File: src/rtl/drain_flow_monitor.sv
// Drain-path supervisor: confirms an empty drum, or latches a drainage fault
// when the level stops falling or draining takes too long.
module drain_flow_monitor #(
  parameter int CHECK_PERIOD  = 10,
  parameter int MIN_DROP      = 5,
  parameter int STALL_LIMIT   = 3,
  parameter int EMPTY_LEVEL   = 10,
  parameter int EMPTY_CONFIRM = 4,
  parameter int TIMEOUT       = 600
) (
  input  logic       clk,
  input  logic       reset,
  input  logic       drain_pump,
  input  logic [9:0] water_level_sensor,
  input  logic       clear_error,
  output logic       drain_done,
  output logic       error_flag,
  output logic       drainage_error_led,
  output logic [1:0] stall_count,
  output logic [1:0] state
);

  typedef enum logic [1:0] {
    IDLE     = 2'd0,
    DRAINING = 2'd1,
    EMPTY    = 2'd2,
    ERROR    = 2'd3
  } state_t;

  localparam int PW = $clog2(CHECK_PERIOD);
  localparam int EW = $clog2(EMPTY_CONFIRM + 1);

  localparam logic [PW-1:0] P_LAST = PW'(CHECK_PERIOD - 1);
  localparam logic [EW-1:0] E_LAST = EW'(EMPTY_CONFIRM - 1);
  localparam logic [15:0]   T_LAST = 16'(TIMEOUT - 1);
  localparam logic [1:0]    S_MAX  = 2'(STALL_LIMIT);
  localparam logic [9:0]    E_LVL  = 10'(EMPTY_LEVEL);
  localparam logic [9:0]    M_DROP = 10'(MIN_DROP);

  state_t        state_q, state_d;
  logic [9:0]    prev_q, prev_d;
  logic [PW-1:0] period_q, period_d;
  logic [1:0]    stall_q, stall_d;
  logic [EW-1:0] empty_q, empty_d;
  logic [15:0]   tmo_q, tmo_d;
  logic          done_q, err_q, led_q;

  logic [9:0] level;
  logic [9:0] drop;
  logic [1:0] stall_inc;
  logic       low;
  logic       check;
  logic       slow;
  logic       empty_hit;
  logic       stalled;
  logic       timed_out;
  logic       clr;

  assign level     = water_level_sensor;
  assign low       = level <= E_LVL;
  assign check     = period_q == P_LAST;
  assign drop      = (prev_q > level) ? prev_q - level : '0;
  assign slow      = drop < M_DROP;
  assign stall_inc = (stall_q == S_MAX) ? stall_q : stall_q + 2'd1;
  assign empty_hit = low && (empty_q == E_LAST);
  assign stalled   = check && slow && (stall_inc == S_MAX);
  assign timed_out = tmo_q == T_LAST;

  always_comb begin
    state_d  = state_q;
    prev_d   = prev_q;
    period_d = period_q;
    stall_d  = stall_q;
    empty_d  = empty_q;
    tmo_d    = tmo_q;
    clr      = 1'b0;
    unique case (state_q)
      IDLE: begin
        if (drain_pump) begin
          state_d = DRAINING;
          clr     = 1'b1;
        end
      end
      DRAINING: begin
        if (!drain_pump) begin
          state_d = IDLE;
          clr     = 1'b1;
        end else begin
          tmo_d    = tmo_q + 16'd1;
          period_d = check ? '0 : period_q + PW'(1);
          empty_d  = low ? empty_q + EW'(1) : '0;
          if (check) begin
            prev_d  = level;
            stall_d = slow ? stall_inc : '0;
          end
          // empty confirmation outranks both fault causes
          if (empty_hit)      state_d = EMPTY;
          else if (stalled)   state_d = ERROR;
          else if (timed_out) state_d = ERROR;
        end
      end
      EMPTY: begin
        if (!drain_pump) begin
          state_d = IDLE;
          clr     = 1'b1;
        end
      end
      ERROR: begin
        if (clear_error && !drain_pump) begin
          state_d = IDLE;
          clr     = 1'b1;
        end
      end
      default: begin
        state_d = IDLE;
        clr     = 1'b1;
      end
    endcase
    if (clr) begin
      prev_d   = drain_pump ? level : '0;
      period_d = '0;
      stall_d  = '0;
      empty_d  = '0;
      tmo_d    = '0;
    end
  end

  always_ff @(posedge clk or negedge reset) begin
    if (!reset) begin
      state_q  <= IDLE;
      prev_q   <= '0;
      period_q <= '0;
      stall_q  <= '0;
      empty_q  <= '0;
      tmo_q    <= '0;
      done_q   <= 1'b0;
      err_q    <= 1'b0;
      led_q    <= 1'b0;
    end else begin
      state_q  <= state_d;
      prev_q   <= prev_d;
      period_q <= period_d;
      stall_q  <= stall_d;
      empty_q  <= empty_d;
      tmo_q    <= tmo_d;
      done_q   <= state_d == EMPTY;
      err_q    <= state_d == ERROR;
      led_q    <= state_d == ERROR;
    end
  end

  assign drain_done         = done_q;
  assign error_flag         = err_q;
  assign drainage_error_led = led_q;
  assign stall_count        = stall_q;
  assign state              = state_q;

endmodule

File: config.mk
export PLATFORM = sky130hd
export DESIGN_NAME = drain_flow_monitor
export DESIGN_NICKNAME = d
export VERILOG_FILES = /design/src/rtl/drain_flow_monitor.sv
export SDC_FILE = /design/constraint.sdc
export NUM_CORES = 1
export LEC_CHECK = 0
export ABC_AREA = 0
export CAP_MARGIN = 10
export CORE_ASPECT_RATIO = 2
export CORE_MARGIN = 5
export CORE_UTILIZATION = 55
export CTS_BUF_LIST = sky130_fd_sc_hd__clkbuf_8
export CTS_CLUSTER_SIZE = 20
export DETAILED_ROUTE_END_ITERATION = 10
export DONT_BUFFER_PORTS = 1
export PLACE_DENSITY = 0.7
export SYNTH_ARGS = -nofsm -noshare
export SYNTH_HDL_FRONTEND = slang
export SYNTH_SLANG_ARGS = --single-unit
export TNS_END_PERCENT = 20
File: constraint.sdc
create_clock -name clk -period 5.38 [get_ports clk]
set_input_delay 0.807 -clock clk [delete_from_list [all_inputs] [get_ports clk]]
set_output_delay 0.807 -clock clk [all_outputs]
set_load 0.02 [all_outputs]
* Word level (Yosys, flattened, before mapping) *
Cells that the tools add are included.

storage, ports and cells
  output and inout bits = 7
  logic and storage cells = 73
  input port bits = 14
  register bits = 39

operators by class
  equality and inequality tests = 10
  magnitude comparators = 3
  reduce and logical (&&, ||, !) cells = 12
  mux-type cells = 35
  $add $sub $neg = 5

operator list
  cell                   number
  $mux 10                6
  $mux 16                3
  $mux 2                 13
  $add 16x1->16 const B  1
  $eq 16x10->1 const B   1
  $mux 4                 4
  $eq 2x2->1 const B     6
  $mux 3                 4
  $gt 10x10->1           1
  $le 10x4->1 const B    1
  $lt 10x3->1 const B    1
  $sub 10x10->10         1
  $pmux 2 s4             1
  $reduce_bool 2->1      3
  $add 4x1->4 const B    1
  $eq 4x4->1 const B     1
  $logic_and 1x1->1      4
  $add 3x1->3 const B    1
  $eq 3x2->1 const B     1
  $mux 1                 3
  $pmux 1 s3             1
  $reduce_and 3->1       1
  $add 2x1->2 const B    1
  $eq 2x1->1 const B     1
  4 further kinds        4

* Longest topological paths before layout *
Gate-level depths: netlist of run 1.

  depth after elaboration = 10
  gate-level depth with buffers = 12
  mapped depth without buffers = 12

* Least setup slack after synthesis of run 1 *
No wires, ideal clock.

  kind = input-to-reg
  start = in water_level_sensor[0]
  end = reg done_q (netlist: drain_done)
  slack = 2522 ps
  library setup time = 119 ps
  stages = 11
  data required time = 5261 ps
  data arrival time = 2739 ps
  buffers on the path = 0
  cell sequence = ha_1 inv_1 fa_1 xnor2_1 a21oi_1 a221o_1 a2111oi_2 nand4b_1 a311oi_1 nor2b_1 and2_1

between the ends
  word-level cells in the longest chain between the ends = 10
  elaborated cells on any way between the ends = 13
  classes of those cells = 1 x add/sub; 3 x order compare; 1 x eq/ne; 5 x mux; 3 x reduce/logical

RTL lines
  item                                                   line  RTL
  from (decl)                                            14    input logic [9:0] water_level_sensor,
  $sub 10x10->10 / $gt 10x10->1 (equally long branches)  62    assign drop = (prev_q > level) ? prev_q - level : '0;
  $mux 10                                                62
  $lt 10x3->1                                            63    assign slow = drop < M_DROP;
  $logic_and 1x1->1 (2 in series)                        66    assign stalled = check && slow && (stall_inc == S_MAX);
  $mux 2                                                 98    else if (stalled) state_d = ERROR;
  $mux 2 (*)                                             97    if (empty_hit) state_d = EMPTY;
  $mux 2 (*)                                             85    if (!drain_pump) begin
  $pmux 2 s4 (*)                                         77    unique case (state_q)
  $eq 2x2->1 (*)                                         146   done_q <= state_d == EMPTY;
  to (signal assigned)                                   136   done_q <= 1'b0;
  to (signal assigned)                                   146
  to (decl)                                              46    logic done_q, err_q, led_q;

Mark *: on every way between the ends. The rest lies on a longest branch, timed or not.
A chain may end at the register's enable or synchronous reset.

* Worst setup path after layout of run 1 *
  start = reg state_q[1] (netlist: state[1])
  end = reg tmo_q[9]

between the ends
  word-level cells in the longest chain between the ends = 5
  elaborated cells on any way between the ends = 10
  classes of those cells = 3 x eq/ne; 2 x mux; 5 x reduce/logical

RTL lines
  item                                             line  RTL
  from (decl)                                      40    state_t state_q, state_d;
  from (signal assigned)                           140   state_q <= state_d;
  $eq 2x2->1 / $eq 2x1->1 (equally long branches)  77
  $reduce_or 2->1 (no line)                        -
  $pmux 1 s3                                       77
  $reduce_bool 2->1 (no line)                      -
  $reduce_and 2->1 (no line)                       -
  to (signal assigned)                             145   tmo_q <= tmo_d;
  to (decl)                                        45    logic [15:0] tmo_q, tmo_d;

Parallel ways exist; a longest one is shown, timed or not.

==> results of run 1 <==
[kinds of logic (layout without fill, tap and decap cells)]
group           after synthesis  in the layout  synth area share
simple gates                122            122             0.238
compound gates               59             59             0.149
flops                        39             39             0.393
buf+inv                      31             32            0.0488
fa+ha+maj                    20             20             0.104
xor+xnor                     18             18            0.0634
mux                           1              1           0.00403
[per-layer routing]
layer  global-route usage  routed length (um)  up-vias
met3               0.0346                 147        5
met2                0.378                3310       23
met4               0.0614                  70        0
met1                0.199                1940      983
met5                    0                   0        -
li1                     -                   -      989
[registers in the layout, summed over array words and instances (netlist names)]
| register | count |
|---|---|
| prev_q | 10 |
| period_q | 4 |
| stall_count | 2 |
| empty_q | 3 |
| state | 2 |
| drain_done | 1 |
| drainage_error_led | 1 |
| tmo_q | 16 |
[layout make-up]
type,count,area (sq um),share of cell area
inverters,23,87.6,0.0333
clock inverters,1,3.75,0.00143
multi-input cells,220,1390,0.529
clock buffers,7,96.3,0.0367
well taps,54,67.6,0.0257
repair buffers,1,7.51,0.00286
flip-flops and latches,39,976,0.371
[worst max-delay path by stage]
stage | start | end | slack [ns] | depth (start not counted)
finish | state[1]$_DFF_PN0_ | tmo_q[9]$_DFFE_PN0P_ | 2.29 | 10
global route | state[1]$_DFF_PN0_ | tmo_q[9]$_DFFE_PN0P_ | 2.01 | 10
CTS | state[1]$_DFF_PN0_ | tmo_q[9]$_DFFE_PN0P_ | 2.27 | 10
global placement | water_level_sensor[0] | drain_done$_DFF_PN0_ | 2.19 | 11
floorplan | water_level_sensor[0] | drain_done$_DFF_PN0_ | 2.52 | 11
detailed placement | water_level_sensor[0] | drain_done$_DFF_PN0_ | 2.17 | 11
[layout by cell type, fill, tap and decap left out, types with 2 or more instances in the layout]
cell type / Yosys / layout
or4b_1: 2 / 2
a21oi_1: 23 / 23
xor2_1: 9 / 9
nand2b_1: 3 / 3
nand2_1: 40 / 40
inv_1: 22 / 23
nor2b_1: 4 / 4
a22oi_1: 2 / 2
nor2_1: 31 / 31
and2_1: 3 / 3
clkbuf_8: 0 / 7
nand4_1: 4 / 4
nor4_1: 2 / 2
o21ai_1: 12 / 12
xnor2_1: 9 / 9
a31oi_1: 3 / 3
o21ai_0: 3 / 3
dfrtp_1: 39 / 39
nand3_1: 14 / 14
a21o_1: 2 / 2
ha_1: 19 / 19
or3_1: 3 / 3
nor3_1: 5 / 5
nand4b_1: 2 / 2
and3_1: 5 / 5
a221o_1: 2 / 2
[synth_stat cells (4+ instances only)]
master,instances
a21oi_1,23
and3_1,5
clkbuf_1,7
dfrtp_1,39
ha_1,19
inv_1,22
nand2_1,40
nand3_1,14
nand4_1,4
nor2_1,31
nor2b_1,4
nor3_1,5
o21ai_1,12
xnor2_1,9
xor2_1,9
[power by group]
group | leakage (nW) | total [W] | switching [W] | internal [W]
clock | 0.0557 | 0.000219 | 0.000103 | 0.000115
sequential | 0.522 | 0.000420 | 0.0000675 | 0.000353
combinational | 0.671 | 0.000508 | 0.000306 | 0.000202
total | 1.25 | 0.00115 | 0.000477 | 0.000670
[through the flow]
stage | hold WS [ns] | cell area, sq um
finish | 0.206 | 2630
global placement | 0.469 | 2530
detailed placement | 0.485 | 2530
global route | 0.189 | 2630
CTS | 0.200 | 2630
floorplan | 0.456 | 2490
==> run_results.csv, run 1 <==
group,metric,value,unit
yosys,seq_area_frac_synth,0.393,
sta,fin_ws,2.29,ns
yosys,yosys_warnings,0,
final_layout,fin_util,0.600,
hold_path,min_path_type,"in2async",
sta,tns,0,ns
die,die_area,0.00605,sq mm
sta,finalMaxSlewViolations,0,
die,io_pins,21,
global_routing,grt_pass1_wl,9290,um
worst_setup_path,r2r_end,"tmo_q[9]$_DFFE_PN0P_",
placement,gp_congestion,0.770,
worst_setup_path,cp.arrival,3.25,ns
die,start_util,0.567,
yosys,yosysUniqueCellTypes,46,
yosys,synth_top_area_share,0.393,
yosys,syn_nets,324,
pwr,leakage,1.25,nW
detailed_routing,drt_wl_total,5460,um
worst_setup_path,regToRegStartpoint,"state[1]$_DFF_PN0_",
worst_setup_path,critical-path-top-delay-family,"simple AND/OR/NAND/NOR gates",
die,fp.dieW,57.5,um
yosys,ys_seq_elements,39,
clock_tree,numCtsBuffers,5,
clock_tree,clkLatencyLatePin,0.29,ns
final_layout,drive_gt1_frac,0.0515,
sta,setup_violations,0,
global_routing,grt_pass1_vias,2003,
clock_tree,cts_buffer_depth,2,
placement,pre_cts_slack,2.17,ns
pwr,ir_worst_vdd,0.000303,V
sta,rsz0062_at_grt,"false",
run_status,status,"completed",
sta,fin_crit_sh,0.574,
final_layout,antenna_cells,0,
placement,place_inst,337,
yosys,synth-main-ff-cell,"dfrtp_1",
clock_tree,cts_setup_buffers,0,
detailed_routing,vias,2000,
final_layout,syn_to_final_growth,5.69,%
yosys,netlist_instances,290,
clock_tree,clk_pin_slew,0.08,ns
sta,worst_slew_pin_slew,0.494,ns
worst_setup_path,worst-path-buf-inv,1,
final_layout,instances_no_fill,345,
detailed_routing,route.antenna.remaining_nets,0,
sta,hold_violations,0,
worst_setup_path,critical_path.cell_chain,"inv_1, ha_1, a21oi_1, or3_1, nand2_2, nor2_1, nor4b_4, nand3_1, xor2_1, nor2_1",
worst_setup_path,cp_slowest_cell,"dfrtp_1",
die,rows,34,
clock_tree,cts-root-buf,"clkbuf_8",
clock_tree,cts_tree,"built",
detailed_routing,drt_iter0_drc,41,
yosys,synth_area,0.00249,sq mm
die,core-area,0.00438,sq mm
placement,port-buffer-count,0,
worst_setup_path,crit_top_cell,"nor2_1",
pwr,finalPower,0.00115,W
yosys,async_reset_ff_frac,1.00,
final_layout,nFillCells,428,
final_layout,nets,324,
worst_setup_path,crit_fanout,25,
detailed_routing,post_drt_via_cell_ratio,5.80,
sta,relSlewSlack,0.671,
worst_setup_path,crit_path_start_kind,"flip-flop",
sta,fmax,324,MHz
sta,finClkSkew,0.00686,ns
global_routing,antenna_found_initial,0,
clock_tree,h-tree-depth,2,
yosys,postSynthAreaPerCell,8.57,sq um
global_routing,grt_max_degree,40,
detailed_routing,post_drt_wl_per_cell,15.8,um
worst_setup_path,critPathKind,"reg2reg",
clock_tree,cts_resized,0,
worst_setup_path,rrSetupSlack,2.29,ns
clock_tree,cts_sinks,39,
placement,dp_hpwl,4180,um
worst_setup_path,critical_path.endpoint_type,"flip-flop",
die,die_h,105,um
worst_setup_path,cpPeakStageDelay,0.56,ns
detailed_routing,route.detailed.drc,0,
pwr,power_density,437,mW/mm^2
worst_setup_path,cp.required,5.54,ns
worst_setup_path,reg2regPathDepth,10,
yosys,synth_edf_count,0,
clock_tree,hold_buffers,0,
run,cap_violations,0,
detailed_routing,first_pass_iters,6,
yosys,synth_area_leaders,"dfrtp_1 (39%), ha_1 (9.6%), nand2_1 (6.0%)",
global_routing,gr-usage-all-layers,0.195,
yosys,synth_area_leader_cell,"dfrtp_1",
sta,layout_min_cycle_time,3.09,ns
global_routing,grt-ovfl-total,0,
Power figures use the tool's default switching activity.
==> inputs of run 2 (changes only) <==
- clock period: 5.38 -> 3.2 ns (I/O delays scaled with it)
==> run_results.csv, run 2 (synthesis gave the netlist of run 1 again) <==
group,metric,value,unit
die,fp.dieW,57.5,um
final_layout,drive_gt1_frac,0.0612,
sta,finalMaxSlewViolations,0,
clock_tree,cts_tree,"built",
final_layout,final_common_cell,"nand2_1",
clock_tree,cts_buffer_depth,2,
worst_setup_path,regToRegStartpoint,"prev_q[0]$_DFFE_PN0P_",
final_layout,multi_input_area,0.00139,sq mm
global_routing,antenna_found_initial,0,
clock_tree,numCtsBuffers,5,
sta,layout_min_cycle_time,2.70,ns
clock_tree,cts_setup_buffers,0,
pwr,switching_share,0.417,
global_routing,grt_use_met2,0.379,
hold_path,min_path_type,"in2async",
sta,finClkSkew,0.00675,ns
final_layout,syn_to_final_growth,7.10,%
worst_setup_path,cp.required,3.40,ns
detailed_routing,post_drt_wl_per_cell,15.9,um
detailed_routing,drt_wl_total,5520,um
run,cap_violations,0,
pwr,switching_power,0.000818,W
placement,port-buffer-count,0,
sta,rsz0062_at_grt,"false",
final_layout,reg.largest.list,"tmo_q: 16 flops, prev_q: 10 flops, period_q: 4 flops",
worst_setup_path,reg2regPathDepth,12,
pwr,finalPower,0.00196,W
worst_setup_path,crit_path_start_kind,"flip-flop",
detailed_routing,vias,2019,
global_routing,met1_usage,0.184,
global_routing,grt_pass1_wl,9440,um
worst_setup_path,r2r_end,"stall_count[0]$_DFFE_PN0P_",
clock_tree,clkLatencyLatePin,0.29,ns
worst_setup_path,crit_fanout,3,
final_layout,antenna_cells,0,
pwr,p_comb_frac,0.454,
sta,hold_violations,0,
pwr,power.internal,0.00114,W
placement,gp_congestion,0.842,
final_layout,largest_register,"tmo_q",
final_layout,nets,327,
clock_tree,h-tree-depth,2,
final_layout,layout_common_cells,"nand2_1 (40), dfrtp_1 (39), nor2_1 (31), inv_1 (23), a21oi_1 (23)",
pwr,leakage,1.27,nW
detailed_routing,post_drt_via_cell_ratio,5.80,
detailed_routing,route.detailed.drc,0,
detailed_routing,route.antenna.remaining_nets,0,
worst_setup_path,startpoint,"prev_q[0]$_DFFE_PN0P_",
run_status,status,"completed",
sta,fmax,370,MHz
clock_tree,cts-root-buf,"clkbuf_8",
final_layout,seq_area,976,sq um
worst_setup_path,critPathKind,"reg2reg",
global_routing,gr-usage-all-layers,0.199,
clock_tree,clk_pin_slew,0.08,ns
final_layout,nFillCells,402,
global_routing,use_met3,0.0407,
pwr,seqPwrFrac,0.360,
sta,setup_violations,0,
sta,fin_crit_sh,0.844,
placement,dp_hpwl,4280,um
sta,tns,0,ns
die,core-area,0.00438,sq mm
worst_setup_path,critical_path.endpoint_type,"flip-flop",
pwr,ir_worst_vdd,0.000408,V
detailed_routing,drt_iter0_drc,47,
detailed_routing,first_pass_iters,4,
global_routing,busiest_layer,"met2",
global_routing,grt-ovfl-total,0,
global_routing,grt_max_degree,40,
sta,worst_slew_pin_slew,0.468,ns
worst_setup_path,rrSetupSlack,0.50,ns
die,start_util,0.567,
die,die_area,0.00605,sq mm
final_layout,largest_reg_flops,16,
die,rows,34,
clock_tree,cts_sinks,39,
die,die_h,105,um
sta,relSlewSlack,0.688,
die,io_pins,21,
global_routing,grt_pass1_vias,2111,
pwr,p_clk_frac,0.186,
pwr,power_density,736,mW/mm^2
worst_setup_path,cp.arrival,2.91,ns
[run 2: changes by cell type in the layout (fill, tap and decap cells not counted)]
cell	delta
buf_12	+1
buf_4	+2
[run 2: how the worst max path moves through the flow]
stage / endpoint / slack [ns]
global placement: drain_done$_DFF_PN0_ / 0.51
floorplan: drain_done$_DFF_PN0_ / 0.67
detailed placement: stall_count[0]$_DFFE_PN0P_ / 0.45
global route: stall_count[0]$_DFFE_PN0P_ / 0.29
finish: stall_count[0]$_DFFE_PN0P_ / 0.50
CTS: stall_count[0]$_DFFE_PN0P_ / 0.50
[run 2: metrics by stage]
step | hold slack (ns) | instance area [sq um] | util | cells | setup WS [ns]
6_report | 0.0197 | 2660 | 0.608 | 348 | 0.498
5_1_grt | 0.0285 | 2660 | 0.608 | 348 | 0.291
4_1_cts | 0.0227 | 2660 | 0.608 | 348 | 0.501
3_5_place_dp | 0.185 | 2540 | 0.580 | 339 | 0.451
3_3_place_gp | 0.185 | 2540 | 0.580 | 339 | 0.514
2_1_floorplan | 0.184 | 2490 | - | 290 | 0.669
[run 2: worst max-delay path: stages (launching register included)]
cell       delay [ns]
dfrtp_1          0.38
inv_1            0.05
ha_1             0.15
inv_1            0.06
fa_1             0.40
xnor2_1          0.16
a21oi_1          0.08
a221o_1          0.29
a2111oi_2        0.29
nand4b_1         0.21
o311ai_1         0.13
nand3_1          0.18
o31ai_2          0.24
[run 2: layout make-up]
class | instances | area share
multi-input combinational | 220 | 0.522
sequential | 39 | 0.367
clock buffer | 7 | 0.0362
inverter | 23 | 0.0329
tap | 54 | 0.0254
timing repair buffer | 4 | 0.0160
clock inverter | 1 | 0.00141
[run 2: layer usage]
metal | up-vias | share of wire
met5 | - | 0
met4 | 0 | 0.047
met3 | 25 | 0.034
met2 | 43 | 0.57
met1 | 946 | 0.35
li1 | 1005 | -
[run 2: what timing repair did]
| action | CTS | global route |
|---|---|---|
| hold endpoints to repair | 39 | 0 |
| resized for setup | 0 | 0 |
| hold buffers | 1 | 0 |
| setup endpoints to repair | 0 | 0 |
[run 2: power by group through the flow]
stage | Sequential, W | Combinational, W | Clock (W)
floorplan | 0.000689 | 0.000696 | 0
global placement | 0.000713 | 0.000862 | 0
detailed placement | 0.000718 | 0.000879 | 0
CTS | 0.000708 | 0.000894 | 0.000377
global route | 0.000717 | 0.00100 | 0.000398
finish | 0.000704 | 0.000889 | 0.000365
